`config.mk`:
```
export PLATFORM = sky130hd
export DESIGN_NAME = instr_encoder_loader
export DESIGN_NICKNAME = d
export VERILOG_FILES = /design/src/rtl/mips_pkg.sv /design/src/rtl/sync_fifo.sv /design/src/rtl/instr_encoder_loader.sv
export SDC_FILE = /design/constraint.sdc
export NUM_CORES = 1
export LEC_CHECK = 0
export ABC_CLOCK_PERIOD_IN_PS = 2700
export CAP_MARGIN = 20
export CORE_UTILIZATION = 35
export CTS_BUF_LIST = sky130_fd_sc_hd__clkbuf_2
export DETAILED_ROUTE_END_ITERATION = 8
export SETUP_SLACK_MARGIN = 0.15
export SYNTH_ARGS = -nofsm -noshare
export SYNTH_HDL_FRONTEND = slang
export SYNTH_SLANG_ARGS = --single-unit
export TNS_END_PERCENT = 30
```
`constraint.sdc`:
```
create_clock -name clk -period 2.7 [get_ports clk]
set_input_delay 0.81 -clock clk [delete_from_list [all_inputs] [get_ports clk]]
set_output_delay 0.81 -clock clk [all_outputs]
set_load 0.05 [all_outputs]
```
`src/rtl/mips_pkg.sv`:
```
// Opclass encoding and MIPS opcode/funct constants shared by the encoder and the decoders.
package mips_pkg;

    typedef enum logic [3:0] {
        OPC_ADD  = 4'd0,
        OPC_SUB  = 4'd1,
        OPC_AND  = 4'd2,
        OPC_OR   = 4'd3,
        OPC_SLT  = 4'd4,
        OPC_LW   = 4'd5,
        OPC_SW   = 4'd6,
        OPC_BEQ  = 4'd7,
        OPC_ADDI = 4'd8,
        OPC_J    = 4'd9,
        OPC_NOP  = 4'd10
    } opclass_t;

    localparam logic [5:0] OP_RTYPE = 6'h00;
    localparam logic [5:0] OP_LW    = 6'h23;
    localparam logic [5:0] OP_SW    = 6'h2B;
    localparam logic [5:0] OP_BEQ   = 6'h04;
    localparam logic [5:0] OP_ADDI  = 6'h08;
    localparam logic [5:0] OP_J     = 6'h02;

    localparam logic [5:0] FN_ADD = 6'h20;
    localparam logic [5:0] FN_SUB = 6'h22;
    localparam logic [5:0] FN_AND = 6'h24;
    localparam logic [5:0] FN_OR  = 6'h25;
    localparam logic [5:0] FN_SLT = 6'h2A;

endpackage

```
`src/rtl/sync_fifo.sv`:
```
// Register-based FIFO with synchronous clear; head word is visible on rdata while not empty.
module sync_fifo #(
    parameter int WIDTH = 32,
    parameter int DEPTH = 4
) (
    input  logic             clk,
    input  logic             reset_n,
    input  logic             clr,
    input  logic             push,
    input  logic             pop,
    input  logic [WIDTH-1:0] wdata,
    output logic [WIDTH-1:0] rdata,
    output logic             full,
    output logic             empty
);

    localparam int PW = (DEPTH > 1) ? $clog2(DEPTH) : 1;
    localparam logic [PW:0] PTR_ONE = (PW + 1)'(1);

    // Pointers carry one extra wrap bit to tell full from empty.
    logic [PW:0] wr_ptr_q, wr_ptr_d;
    logic [PW:0] rd_ptr_q, rd_ptr_d;
    logic [WIDTH-1:0] entries [DEPTH];
    logic do_push;
    logic do_pop;

    assign empty   = (wr_ptr_q == rd_ptr_q);
    assign full    = (wr_ptr_q[PW] != rd_ptr_q[PW]) &&
                     (wr_ptr_q[PW-1:0] == rd_ptr_q[PW-1:0]);
    assign do_push = push && !full && !clr;
    assign do_pop  = pop && !empty && !clr;
    assign rdata   = entries[rd_ptr_q[PW-1:0]];

    always_comb begin
        wr_ptr_d = wr_ptr_q;
        rd_ptr_d = rd_ptr_q;
        if (clr) begin
            wr_ptr_d = '0;
            rd_ptr_d = '0;
        end else begin
            if (do_push) wr_ptr_d = wr_ptr_q + PTR_ONE;
            if (do_pop)  rd_ptr_d = rd_ptr_q + PTR_ONE;
        end
    end

    always_ff @(posedge clk or negedge reset_n) begin
        if (!reset_n) begin
            wr_ptr_q <= '0;
            rd_ptr_q <= '0;
        end else begin
            wr_ptr_q <= wr_ptr_d;
            rd_ptr_q <= rd_ptr_d;
        end
    end

    for (genvar gi = 0; gi < DEPTH; gi++) begin : g_entry
        logic [WIDTH-1:0] entry_q, entry_d;

        always_comb begin
            entry_d = entry_q;
            if (do_push && (wr_ptr_q[PW-1:0] == PW'(gi))) entry_d = wdata;
        end

        always_ff @(posedge clk or negedge reset_n) begin
            if (!reset_n) entry_q <= '0;
            else          entry_q <= entry_d;
        end

        assign entries[gi] = entry_q;
    end

endmodule

```
`src/rtl/instr_encoder_loader.sv`:
```
// Encodes symbolic instructions into MIPS words, buffers them and streams them into imem
// at consecutive word addresses.
module instr_encoder_loader
    import mips_pkg::*;
#(
    parameter int DEPTH     = 4,
    parameter int AW        = 6,
    parameter int BASE_ADDR = 0
) (
    input  logic          clk,
    input  logic          reset_n,
    input  logic          start,
    input  logic          in_valid,
    output logic          in_ready,
    input  logic [3:0]    in_opc,
    input  logic [4:0]    in_rs,
    input  logic [4:0]    in_rt,
    input  logic [4:0]    in_rd,
    input  logic [15:0]   in_imm,
    input  logic [25:0]   in_target,
    output logic          imem_we,
    input  logic          imem_ready,
    output logic [AW-1:0] imem_addr,
    output logic [31:0]   imem_wd,
    output logic [AW:0]   count,
    output logic          err
);

    localparam logic [AW-1:0] BASE      = AW'(BASE_ADDR);
    localparam logic [AW-1:0] ADDR_ONE  = AW'(1);
    localparam logic [AW:0]   CNT_ONE   = (AW + 1)'(1);
    localparam logic [AW:0]   CNT_MAX   = '1;

    logic [31:0]   enc_word;
    logic          enc_legal;
    logic          accept;
    logic          pop;
    logic          fifo_full;
    logic          fifo_empty;
    logic [31:0]   fifo_rdata;
    logic [AW-1:0] addr_q, addr_d;
    logic [AW:0]   count_q, count_d;
    logic          err_q, err_d;

    always_comb begin
        enc_word  = 32'h0;
        enc_legal = 1'b1;
        case (in_opc)
            OPC_ADD:  enc_word = {OP_RTYPE, in_rs, in_rt, in_rd, 5'b0, FN_ADD};
            OPC_SUB:  enc_word = {OP_RTYPE, in_rs, in_rt, in_rd, 5'b0, FN_SUB};
            OPC_AND:  enc_word = {OP_RTYPE, in_rs, in_rt, in_rd, 5'b0, FN_AND};
            OPC_OR:   enc_word = {OP_RTYPE, in_rs, in_rt, in_rd, 5'b0, FN_OR};
            OPC_SLT:  enc_word = {OP_RTYPE, in_rs, in_rt, in_rd, 5'b0, FN_SLT};
            OPC_LW:   enc_word = {OP_LW,   in_rs, in_rt, in_imm};
            OPC_SW:   enc_word = {OP_SW,   in_rs, in_rt, in_imm};
            OPC_BEQ:  enc_word = {OP_BEQ,  in_rs, in_rt, in_imm};
            OPC_ADDI: enc_word = {OP_ADDI, in_rs, in_rt, in_imm};
            OPC_J:    enc_word = {OP_J, in_target};
            OPC_NOP:  enc_word = 32'h0;
            default:  enc_legal = 1'b0;
        endcase
    end

    assign in_ready = !fifo_full;
    assign accept   = in_valid && in_ready;
    assign imem_we  = !fifo_empty;
    assign pop      = imem_we && imem_ready;

    // Illegal opclasses complete the handshake but never reach the FIFO.
    sync_fifo #(
        .WIDTH (32),
        .DEPTH (DEPTH)
    ) u_fifo (
        .clk     (clk),
        .reset_n (reset_n),
        .clr     (start),
        .push    (accept && enc_legal),
        .pop     (pop),
        .wdata   (enc_word),
        .rdata   (fifo_rdata),
        .full    (fifo_full),
        .empty   (fifo_empty)
    );

    always_comb begin
        addr_d  = addr_q;
        count_d = count_q;
        err_d   = err_q;
        if (start) begin
            addr_d  = BASE;
            count_d = '0;
            err_d   = 1'b0;
        end else begin
            if (pop) begin
                addr_d = addr_q + ADDR_ONE;
                if (count_q != CNT_MAX) count_d = count_q + CNT_ONE;
            end
            if (accept && !enc_legal) err_d = 1'b1;
        end
    end

    always_ff @(posedge clk or negedge reset_n) begin
        if (!reset_n) begin
            addr_q  <= BASE;
            count_q <= '0;
            err_q   <= 1'b0;
        end else begin
            addr_q  <= addr_d;
            count_q <= count_d;
            err_q   <= err_d;
        end
    end

    assign imem_addr = addr_q;
    assign imem_wd   = fifo_empty ? 32'h0 : fifo_rdata;
    assign count     = count_q;
    assign err       = err_q;

endmodule

```
## Word level (Yosys, flattened, before mapping)

Cells that the tools add are included.

| storage, ports and cells | value |
|---|---|
| bits in registers | 148 |
| logic and storage cells | 75 |
| input port bits | 66 |
| bits in latches | 0 |
| memories | 0 |
| bits in writable memories | 0 |
| bits in read-only memories | 0 |

| cells by class | value |
|---|---|
| bitwise gates (word level) | 1 |
| mux-type cells | 17 |
| div/mod/pow operators | 0 |
| magnitude comparators | 1 |
| equal/unequal tests | 17 |
| $add $sub $neg | 4 |
| reduce and logical (&&, ||, !) cells | 26 |
| $mul | 0 |
| shift-type cells | 0 |

Operators with widths:

| kind | number |
|---|---|
| 32-bit case mux with 10 select lines | 1 |
| 32-bit two-way mux | 3 |
| 32-bit binary-select mux with 2-bit select | 1 |
| 7-bit two-way mux | 3 |
| 4-bit by 3-bit == test with 1-bit output, second input constant | 4 |
| 1-bit logical AND | 13 |
| 4-bit == test, second input constant | 3 |
| 3-bit two-way mux | 4 |
| 6-bit two-way mux | 2 |
| 11-bit OR reduction | 1 |
| 2-bit nonzero test | 5 |
| 4-bit by 2-bit == test with 1-bit output, second input constant | 2 |
| 7-bit by 1-bit adder with 7-bit output, second input constant | 1 |
| 7-bit inequality test, second input constant | 1 |
| 3-bit by 1-bit adder with 3-bit output, second input constant | 2 |
| 6-bit by 1-bit adder with 6-bit output, second input constant | 1 |
| 2-bit == test, second input constant | 2 |
| 4-bit by 1-bit == test with 1-bit output, second input constant | 1 |
| 1-bit logical NOT | 4 |
| 4-bit logical NOT | 1 |
| 3-bit == test | 1 |
| 3-bit greater-or-equal comparator, second input constant | 1 |
| 1-bit two-way mux | 3 |
| 2-bit NOT with 3-bit output | 1 |
| other kinds (5) | 5 |

## Logic depth before layout (Yosys ltp)

Gate-level depths: netlist of the first run.

| logic depth | value |
|---|---|
| depth in word-level cells | 9 |
| mapped depth | 7 |
| depth with buffers taken out | 5 |

## Cells and area by module

A second synthesis of the first run with hierarchy kept.

| unflattened totals | value |
|---|---|
| cell total of the unflattened synthesis | 556 |
| area total of the unflattened synthesis | 8,030.2 um^2 |

Modules (own cells, without submodules):

| module | times used | area each (um^2) | cells an instance |
|---|---|---|---|
| sync_fifo | 1 | 6,545.0 | 374 |
| instr_encoder_loader | 1 | 1,485.2 | 182 |

## Worst setup path after synthesis of the first run

No wires, ideal clock.

| timing | value |
|---|---|
| kind | register to output |
| start point | register u_fifo.rd_ptr_q[0] |
| end point | output imem_wd[31] |
| stages on the path, launching flop included | 7 |
| data required time | 1,890 ps |
| path buffers | 3 |
| setup slack | -325 ps |
| arrival time | 2,215 ps |
| cells stage by stage | dfrtp_1 > buf_2 > xor2_2 > nor3_2 > clkbuf_1 > nor2b_1 > buf_4 |

| on the way | value |
|---|---|
| longest elaborated chain between the ends | 5 |
| elaborated cells on any way between the ends | 6 |

RTL lines:

| element | RTL line | source |
|---|---|---|
| from (decl) | sync_fifo.sv:22 | `logic [PW:0] rd_ptr_q, rd_ptr_d;` |
| from (signal assigned) | sync_fifo.sv:52 | `rd_ptr_q <= rd_ptr_d;` |
| 2-bit NOT with 3-bit output (not written as such) | sync_fifo.sv:32 | `assign rdata = entries[rd_ptr_q[PW-1:0]];` |
| 32-bit binary-select mux with 2-bit select | sync_fifo.sv:32 |  |
| 32-bit two-way mux (not written as such) (2 in series) | sync_fifo.sv:32 |  |
| 32-bit two-way mux (*) | instr_encoder_loader.sv:115 | `assign imem_wd = fifo_empty ? 32'h0 : fifo_rdata;` |
| to (decl) | instr_encoder_loader.sv:24 | `output logic [31:0] imem_wd,` |

Mark *: on every way between the ends. The rest lies on a longest branch, timed or not. The select of a mux whose other input is x is not followed.

## Final worst setup path of the first run

| timing | value |
|---|---|
| start point | register u_fifo.rd_ptr_q[0] |
| end point | output imem_wd[2] |

The elaborated chain is that of the path after synthesis.

==> results of run 1 <==
[sequential cells by signal (all words and copies together) (netlist names)]
register                cells
u_fifo.g_entry.entry_q    120
err                         1
u_fifo.wr_ptr_q             3
u_fifo.rd_ptr_q             3
imem_addr                   6
count                       7
[cells by family (layout without fill, tap and decap cells)]
kind of cell | count (synthesis) | count (layout) | synth area share
AO/OA/AOI/OAI | 55 | 55 | 0.05385
XOR/XNOR | 8 | 8 | 0.01260
flip-flops | 140 | 140 | 0.4583
other | 1 | 2 | 0.0004905
adder cells (fa/ha/maj) | 7 | 7 | 0.01146
buffers and inverters | 43 | 196 | 0.03813
AND/OR/NAND/NOR | 101 | 101 | 0.08396
multiplexers | 162 | 162 | 0.3412
[synthesized netlist by cell type (all sizes together), types with 6 or more instances]
cell	n	area share
a21oi	11	0.0072
a221o	6	0.0079
a22o	16	0.018
and2	7	0.0057
buf	27	0.030
clkbuf	9	0.0044
dfrtp	140	0.46
ha	7	0.011
inv	7	0.0034
mux2	126	0.25
mux2i	6	0.0079
mux4	30	0.088
nand2	10	0.0049
nand2b	6	0.0049
nor2	14	0.0069
nor2b	37	0.031
nor3	8	0.013
o21ai	6	0.0039
o31ai	8	0.0092
xor2	7	0.011
[area by class of cell]
| cell class | instances | area, um2 | area share |
|---|---|---|---|
| Antenna cell | 1 | 2.502 | 0.0002546 |
| Clock buffer | 19 | 95.09 | 0.009677 |
| Clock inverter | 12 | 219.0 | 0.02228 |
| Inverter | 7 | 26.28 | 0.002674 |
| Multi-Input combinational cell | 334 | 3926 | 0.3995 |
| Sequential cell | 140 | 3507 | 0.3569 |
| Tap cell | 275 | 344.1 | 0.03501 |
| Timing Repair Buffer | 158 | 1707 | 0.1737 |
[cell usage in the layout (no fill, tap or decap), types with 4 or more instances in the layout]
master / count
a21oi_1: 11
a221o_1: 6
a22o_1: 16
and2_1: 7
buf_12: 12
buf_4: 29
buf_6: 34
bufinv_16: 6
clkbuf_2: 24
clkdlybuf4s15_2: 7
clkdlybuf4s50_1: 64
dfrtp_1: 137
ha_1: 7
inv_1: 6
mux2_2: 5
mux2_4: 121
mux2i_1: 6
mux4_2: 30
nand2_1: 10
nand2b_1: 6
nand3_1: 4
nor2_1: 14
nor2b_1: 27
nor2b_4: 9
nor3_4: 6
o21ai_0: 6
o31ai_1: 6
or3_1: 5
xor2_1: 4
[worst max-delay path by stage]
stage / start / to / slack [ns] / cells past startpoint
global route: u_fifo.rd_ptr_q[0] / imem_wd[2] / -0.51 / 5
floorplan: u_fifo.rd_ptr_q[0] / imem_wd[21] / 0.009 / 5
global placement: in_opc[1] / u_fifo.g_entry[3].entry_q[17] / -0.03 / 7
detailed placement: in_opc[1] / u_fifo.g_entry[0].entry_q[11] / -0.07 / 5
CTS: u_fifo.rd_ptr_q[0] / imem_wd[2] / -0.53 / 4
finish: u_fifo.rd_ptr_q[0] / imem_wd[2] / -0.34 / 5
[power breakdown]
group,switching (mW),internal (mW),leakage [nW]
sequential,0.209,2.43,1.88
clock,0.781,0.795,0.184
combinational,1.15,1.30,2.29
total,2.14,4.53,4.35
[repair_timing]
action | 4_1_cts | 5_1_grt
endpoints found under the hold margin | 27 | 0
setup buffers | 1 | 1
pin swaps | 1 | 0
endpoints found under the setup margin | 47 | 39
cloned | 0 | 2
gates resized for setup | 66 | 26
hold buffers | 1 | 0
[stage by stage]
stage / instances / hold WS (ns) / instance area (um2) / total power [mW] / TNS (ns)
final: 946 / 0.5319 / 9827 / 6.668 / -9.839
after global routing: 946 / 0.5326 / 9827 / 7.002 / -15.44
after CTS: 942 / 0.5219 / 9699 / 6.623 / -15.33
after detailed placement: 909 / 0.4906 / 9235 / 4.925 / -3.196
after global placement: 909 / 0.4884 / 9235 / 4.862 / -2.439
after floorplan: 517 / 0.4764 / 7662 / 4.180 / 0
[per-layer routing]
metal / share of wire / global-route usage
met5: 0 / 0
met1: 0.49 / 0.2487
met4: 0.0064 / 0.03939
met3: 0.041 / 0.03628
met2: 0.46 / 0.2685
==> out/metrics.cfg, run 1 <==
[outcome]
status = complete, but fails checks
violations = setup timing

[setup_path]
reg2reg_from = u_fifo.rd_ptr_q[0]
crit_path_start_kind = flip-flop
r2r-end = u_fifo.g_entry[2].entry_q[29]
cp-end-kind = output port
critPathRequiredTime_ns = 1.89
crit_path_cell_trace = buf_12 -> buf_12 -> mux4_2 -> nor2b_4 -> buf_6
crit_path_max_fanout = 7
crit_slowest_cell = mux4_2
worstSetupPathType = reg -> out
max_stage_delay_ns = 0.54
path_common_cell = buf_12
rrSetupSlack_ns = 0.55
arrival_ns = 2.23
r2r_cells = 8
critPathTopFamily = multiplexers
crit_buf_inv = 3

[placed_design]
dpl_worst_slack_ns = -0.07468
dpl.hpwl_mm = 12.29
port_buffers = 112
place_congestion = 0.8374

[yosys]
ys_seq_area_frac = 0.4583
yosys_register_bits = 140
avgSynthCellArea_um2 = 14.79
synthCells = 517
yosysWarningCount = 0
synth_edf_count = 0
synth_ff_type = dfrtp_1
synth_area_mm2 = 0.007645
syn_nets = 590
synth_cell_types = 47
async_flop_share = 1.000

[routing]
ant_nets = 0
dr_total_vias = 4771
wl_per_cell_um = 19.56
totalWireLength_mm = 18.50
firstDrtPassIters = 4
drcViolationCount = 0
viasPerCell = 5.043
drt-initial-drc-count = 234

[grt]
antenna_found_initial = 1
overflow = 0
grt_pass1_wl_mm = 29.57
grt_pass1_vias = 5283
grt_max_degree = 49
track_usage = 0.1735

[power_and_ir_drop]
pwr_density_cell_mw_per_mm2 = 678.6
p_leak_nw = 4.352
vdd_drop_max_v = 0.0003412

[sta]
period_minus_slack_ns = 3.036
maxSlewViolCount = 0
fin_crit_sh = 1.124
tightest_slew_ns = 0.7581
clock.fmax_mhz = 329.4
skew_ns = 0.03284
hold_viol_final = 0
rsz0062_at_grt = true
final.setup.worst_slack_ns = -0.3360
slew_headroom = 0.4907
finalSetupViolCount = 33

[floorplanning]
rows = 53
start_util = 0.3603
core_area_mm2 = 0.02122
die_area_mm2 = 0.02244
die_w_um = 149.8
boundaryPins = 114
die_y_um = 149.8

[cts]
cts-buffers-inserted = 17
clk_path_buf_depth = 2
cts_root_buffer = clkbuf_2
clk_latency_ns = 0.69
tritoncts = done
clock_sinks = 140
cts.htree.levels = 4
clk_pin_slew_worst_paths_ns = 0.19

[min_path]
min_path_cells = 1
hp-start = u_fifo.g_entry[0].entry_q[4]
hold_end = u_fifo.g_entry[0].entry_q[4]
hp-class = reg -> reg

[layout]
nets = 731
drive_above_1_share = 0.4522
area_growth_syn_to_layout_pct = 28.54
post-route-util = 0.4631
nFillCells = 1889

[job]
maxCapViolCount = 0

(Power assumes the default switching activity.)
==> inputs of run 2 (changes only) <==
Settings changed: SYNTH_HIERARCHICAL set to 1.
==> run 2 against run 1 <==
  * The run still ends with setup timing left
  * Die area increased by 5.0%
  * Fmax shrank 2.2%
  * Total power grew 20%
  * Clock power fell by 14%
  * Sequential power grew 14%
  * Cell count increased by 7.3%
  * Critical path depth unchanged
  * Register-to-register slack lost 0.38 ns
  * Synthesized area up 5.0%
  * Clock skew up 0.0094 ns
  * Synthesized cell count up 7.5%
  * Largest cell class unchanged
==> out/metrics.cfg, run 2 <==
[yosys]
yosys.area.top_type = dfrtp_1  ; unchanged
ys_seq_area_frac = 0.4612  ; was 0.4583
synth_ff_type = dfrtp_1  ; unchanged
yosys_register_bits = 148  ; was 140
synth_cell_types = 66  ; was 47
avgSynthCellArea_um2 = 14.44  ; was 14.79 um2
yosysWarningCount = 6  ; was 0
yosysTopAreaCellShare = 0.4612  ; was 0.4583
yosysMostFrequentCell = dfrtp_1  ; unchanged
synth_edf_count = 0  ; unchanged
synth_area_mm2 = 0.008030  ; was 0.007645 mm2
synthCells = 556  ; was 517
async_flop_share = 1.000  ; unchanged
synthTopCellsByArea = dfrtp_1, mux2_4, mux4_2, mux2_2, nor2b_1  ; was dfrtp_1, mux2_4, mux4_2, nor2b_1, buf_6
synth.top_cells.by_count = dfrtp_1, mux2_4, nor2b_1, mux2_2, mux4_2  ; was dfrtp_1, mux2_4, nor2b_1, mux4_2, a22o_1

[routing]
wl_per_cell_um = 20.22  ; was 19.56 um
drcViolationCount = 0  ; unchanged
ant_nets = 0  ; unchanged
drt-initial-drc-count = 251  ; was 234
dr_total_vias = 5342  ; was 4771
firstDrtPassIters = 4  ; unchanged
totalWireLength_mm = 20.52  ; was 18.50 mm
viasPerCell = 5.263  ; was 5.043

[sta]
rsz0062_at_grt = true  ; unchanged
hold_viol_final = 0  ; unchanged
fin_crit_sh = 1.150  ; was 1.124
maxSlewViolCount = 0  ; unchanged
finalSetupViolCount = 34  ; was 33
period_minus_slack_ns = 3.106  ; was 3.036 ns
slew_headroom = 0.5864  ; was 0.4907
tightest_slew_ns = 0.6174  ; was 0.7581 ns
final.setup.worst_slack_ns = -0.4059  ; was -0.3360 ns
clock.fmax_mhz = 322.0  ; was 329.4 MHz
skew_ns = 0.04222  ; was 0.03284 ns

[layout]
nets = 790  ; was 731
mostFrequentLayoutCells = dfrtp_1, mux2_4, clkdlybuf4s50_1  ; unchanged
largest-register = u_fifo/g_entry.entry_q  ; was u_fifo.g_entry.entry_q
drive_above_1_share = 0.4911  ; was 0.4522
final_area_mm2 = 0.01083  ; was 0.009827 mm2
largest_reg_flops = 128  ; was 120
area_growth_syn_to_layout_pct = 34.84  ; was 28.54%
mostFrequentLayoutCell = dfrtp_1  ; unchanged

[min_path]
hp-class = reg -> reg  ; unchanged

[grt]
track_usage = 0.1769  ; was 0.1735
grt_max_degree = 54  ; was 49
grt_pass1_wl_mm = 32.12  ; was 29.57 mm
overflow = 0  ; unchanged
antenna_found_initial = 1  ; unchanged
grt_pass1_vias = 5778  ; was 5283

[cts]
cts.htree.levels = 4  ; unchanged
cts_root_buffer = clkbuf_2  ; unchanged
clk_path_buf_depth = 2  ; unchanged
tritoncts = done  ; unchanged
cts-buffers-inserted = 17  ; unchanged
clock_sinks = 148  ; was 140
clk_latency_ns = 0.72  ; was 0.69 ns
clk_pin_slew_worst_paths_ns = 0.23  ; was 0.19 ns

[floorplanning]
die_area_mm2 = 0.02355  ; was 0.02244 mm2
die_y_um = 153.5  ; was 149.8 um
die_w_um = 153.5  ; was 149.8 um
boundaryPins = 114  ; unchanged
rows = 55  ; was 53
core_area_mm2 = 0.02257  ; was 0.02122 mm2
start_util = 0.3558  ; was 0.3603

[placed_design]
place_congestion = 0.7597  ; was 0.8374
port_buffers = 113  ; was 112
dpl.hpwl_mm = 13.16  ; was 12.29 mm
place_area_mm2 = 0.01004  ; was 0.009235 mm2

[setup_path]
worstSetupPathType = reg -> out  ; unchanged
cp-end-kind = output port  ; unchanged
crit_path_max_fanout = 7  ; unchanged
critPathRequiredTime_ns = 1.89  ; about the same
crit_path_start_kind = flip-flop  ; unchanged
arrival_ns = 2.30  ; was 2.23 ns

[power_and_ir_drop]
pwr_density_cell_mw_per_mm2 = 740.1  ; was 678.6 mW/mm2
p_total_mw = 8.014  ; was 6.668 mW
vdd_drop_max_v = 0.0003835  ; was 0.0003412 V
p_leak_nw = 4.963  ; was 4.352 nW

[outcome]
violations = setup timing  ; unchanged
status = complete, but fails checks  ; unchanged

[job]
maxCapViolCount = 0  ; unchanged

-- run 2: cell types whose count changed after synthesis, sizes merged, moves of 4 or more --
cell    previous run  this run
xnor2              1         5
nor3               8         2
o311ai             0         4
mux2             126       130
dfrtp            140       148
nor2              14        10
nand4              0         4
o31ai              8         1
-- run 2: final timing paths --
path | startpoint | to | slack [ns] | depth (start not counted)
setup / recovery | u_fifo/rd_ptr_q[0] | imem_wd[5] | -0.41 | 5
hold reg to reg | u_fifo/g_entry[3].entry_q[6] | u_fifo/g_entry[3].entry_q[6] | 0.52 | 1
hold / removal | u_fifo/g_entry[3].entry_q[6] | u_fifo/g_entry[3].entry_q[6] | 0.52 | 1
setup reg to reg | u_fifo/rd_ptr_q[0] | u_fifo/g_entry[3].entry_q[27] | 0.17 | 11
max in group asynchronous | reset_n | u_fifo/g_entry[2].entry_q[14] | 1.48 | 3
min in group asynchronous | reset_n | count[6] | 0.58 | 2
-- run 2: cell type report --
type	count	area, um2
Tap cell	285	356.6
Timing Repair Buffer	174	2103
Inverter	9	33.78
Fill cell	1955	11740
Sequential cell	148	3710
Clock inverter	14	176.4
Antenna cell	1	2.502
Clock buffer	17	85.08
Multi-Input combinational cell	367	4360
-- run 2: kinds of logic (layout without fill, tap and decap cells) --
kind of cell | after synthesis | in the layout | synth area share
muxes | 165 | 165 | 0.3179
buffers and inverters | 44 | 214 | 0.03521
adders and majority gates | 7 | 7 | 0.01091
other | 1 | 5 | 0.0004670
DFF | 148 | 148 | 0.4612
and+or+nand+nor | 107 | 107 | 0.08056
AOI/OAI and AO/OA | 75 | 75 | 0.08024
xor gates and xnor gates | 9 | 9 | 0.01356
-- run 2: timing repair --
item                                    CTS  global route
hold endpoints to repair                 17             0
pin swaps                                 4             4
hold buffers                              1             0
resized for setup                        65            28
gates cloned                              3             6
endpoints found under the setup margin   55           104
setup buffers                             9             0
-- run 2: stage by stage --
stage	TNS (ns)	hold WS [ns]	util	instances	setup WS (ns)
after floorplan	0	0.4526	-	559	0.01048
after global placement	-14.76	0.4617	0.4449	964	-0.1904
after detailed placement	-19.04	0.4755	0.4449	964	-0.2587
after CTS	-15.81	0.5250	0.4693	1008	-0.5120
after global routing	-17.55	0.5449	0.4797	1015	-0.5419
final	-12.81	0.5215	0.4797	1015	-0.4059
-- run 2: worst max-delay path, cell delays in order (launching register included) --
cell     delay [ns]
dfrtp_2        0.49
buf_6          0.15
buf_12         0.14
mux4_2         0.53
nor2b_4        0.15
buf_6          0.14
-- run 2: power breakdown --
part,internal [mW],total (mW),switching [mW]
logic,2.05,3.63,1.58
clock network,0.524,1.36,0.833
registers,2.72,3.02,0.307
-- run 2: per-layer routing --
metal / vias to the layer above / routed length, um / track usage / share of wire
met5: - / 0 / 0 / 0
met4: 0 / 235 / 0.04524 / 0.011
met3: 21 / 946 / 0.03346 / 0.046
met2: 119 / 10300 / 0.3022 / 0.50
met1: 2802 / 9040 / 0.2304 / 0.44
li1: 2400 / - / - / -
==> inputs of run 3 (changes only) <==
Settings changed: CTS_CLUSTER_DIAMETER set to 100.
==> results of run 3 <==
Final layout, timing and power as in run 2 (identical DEF).
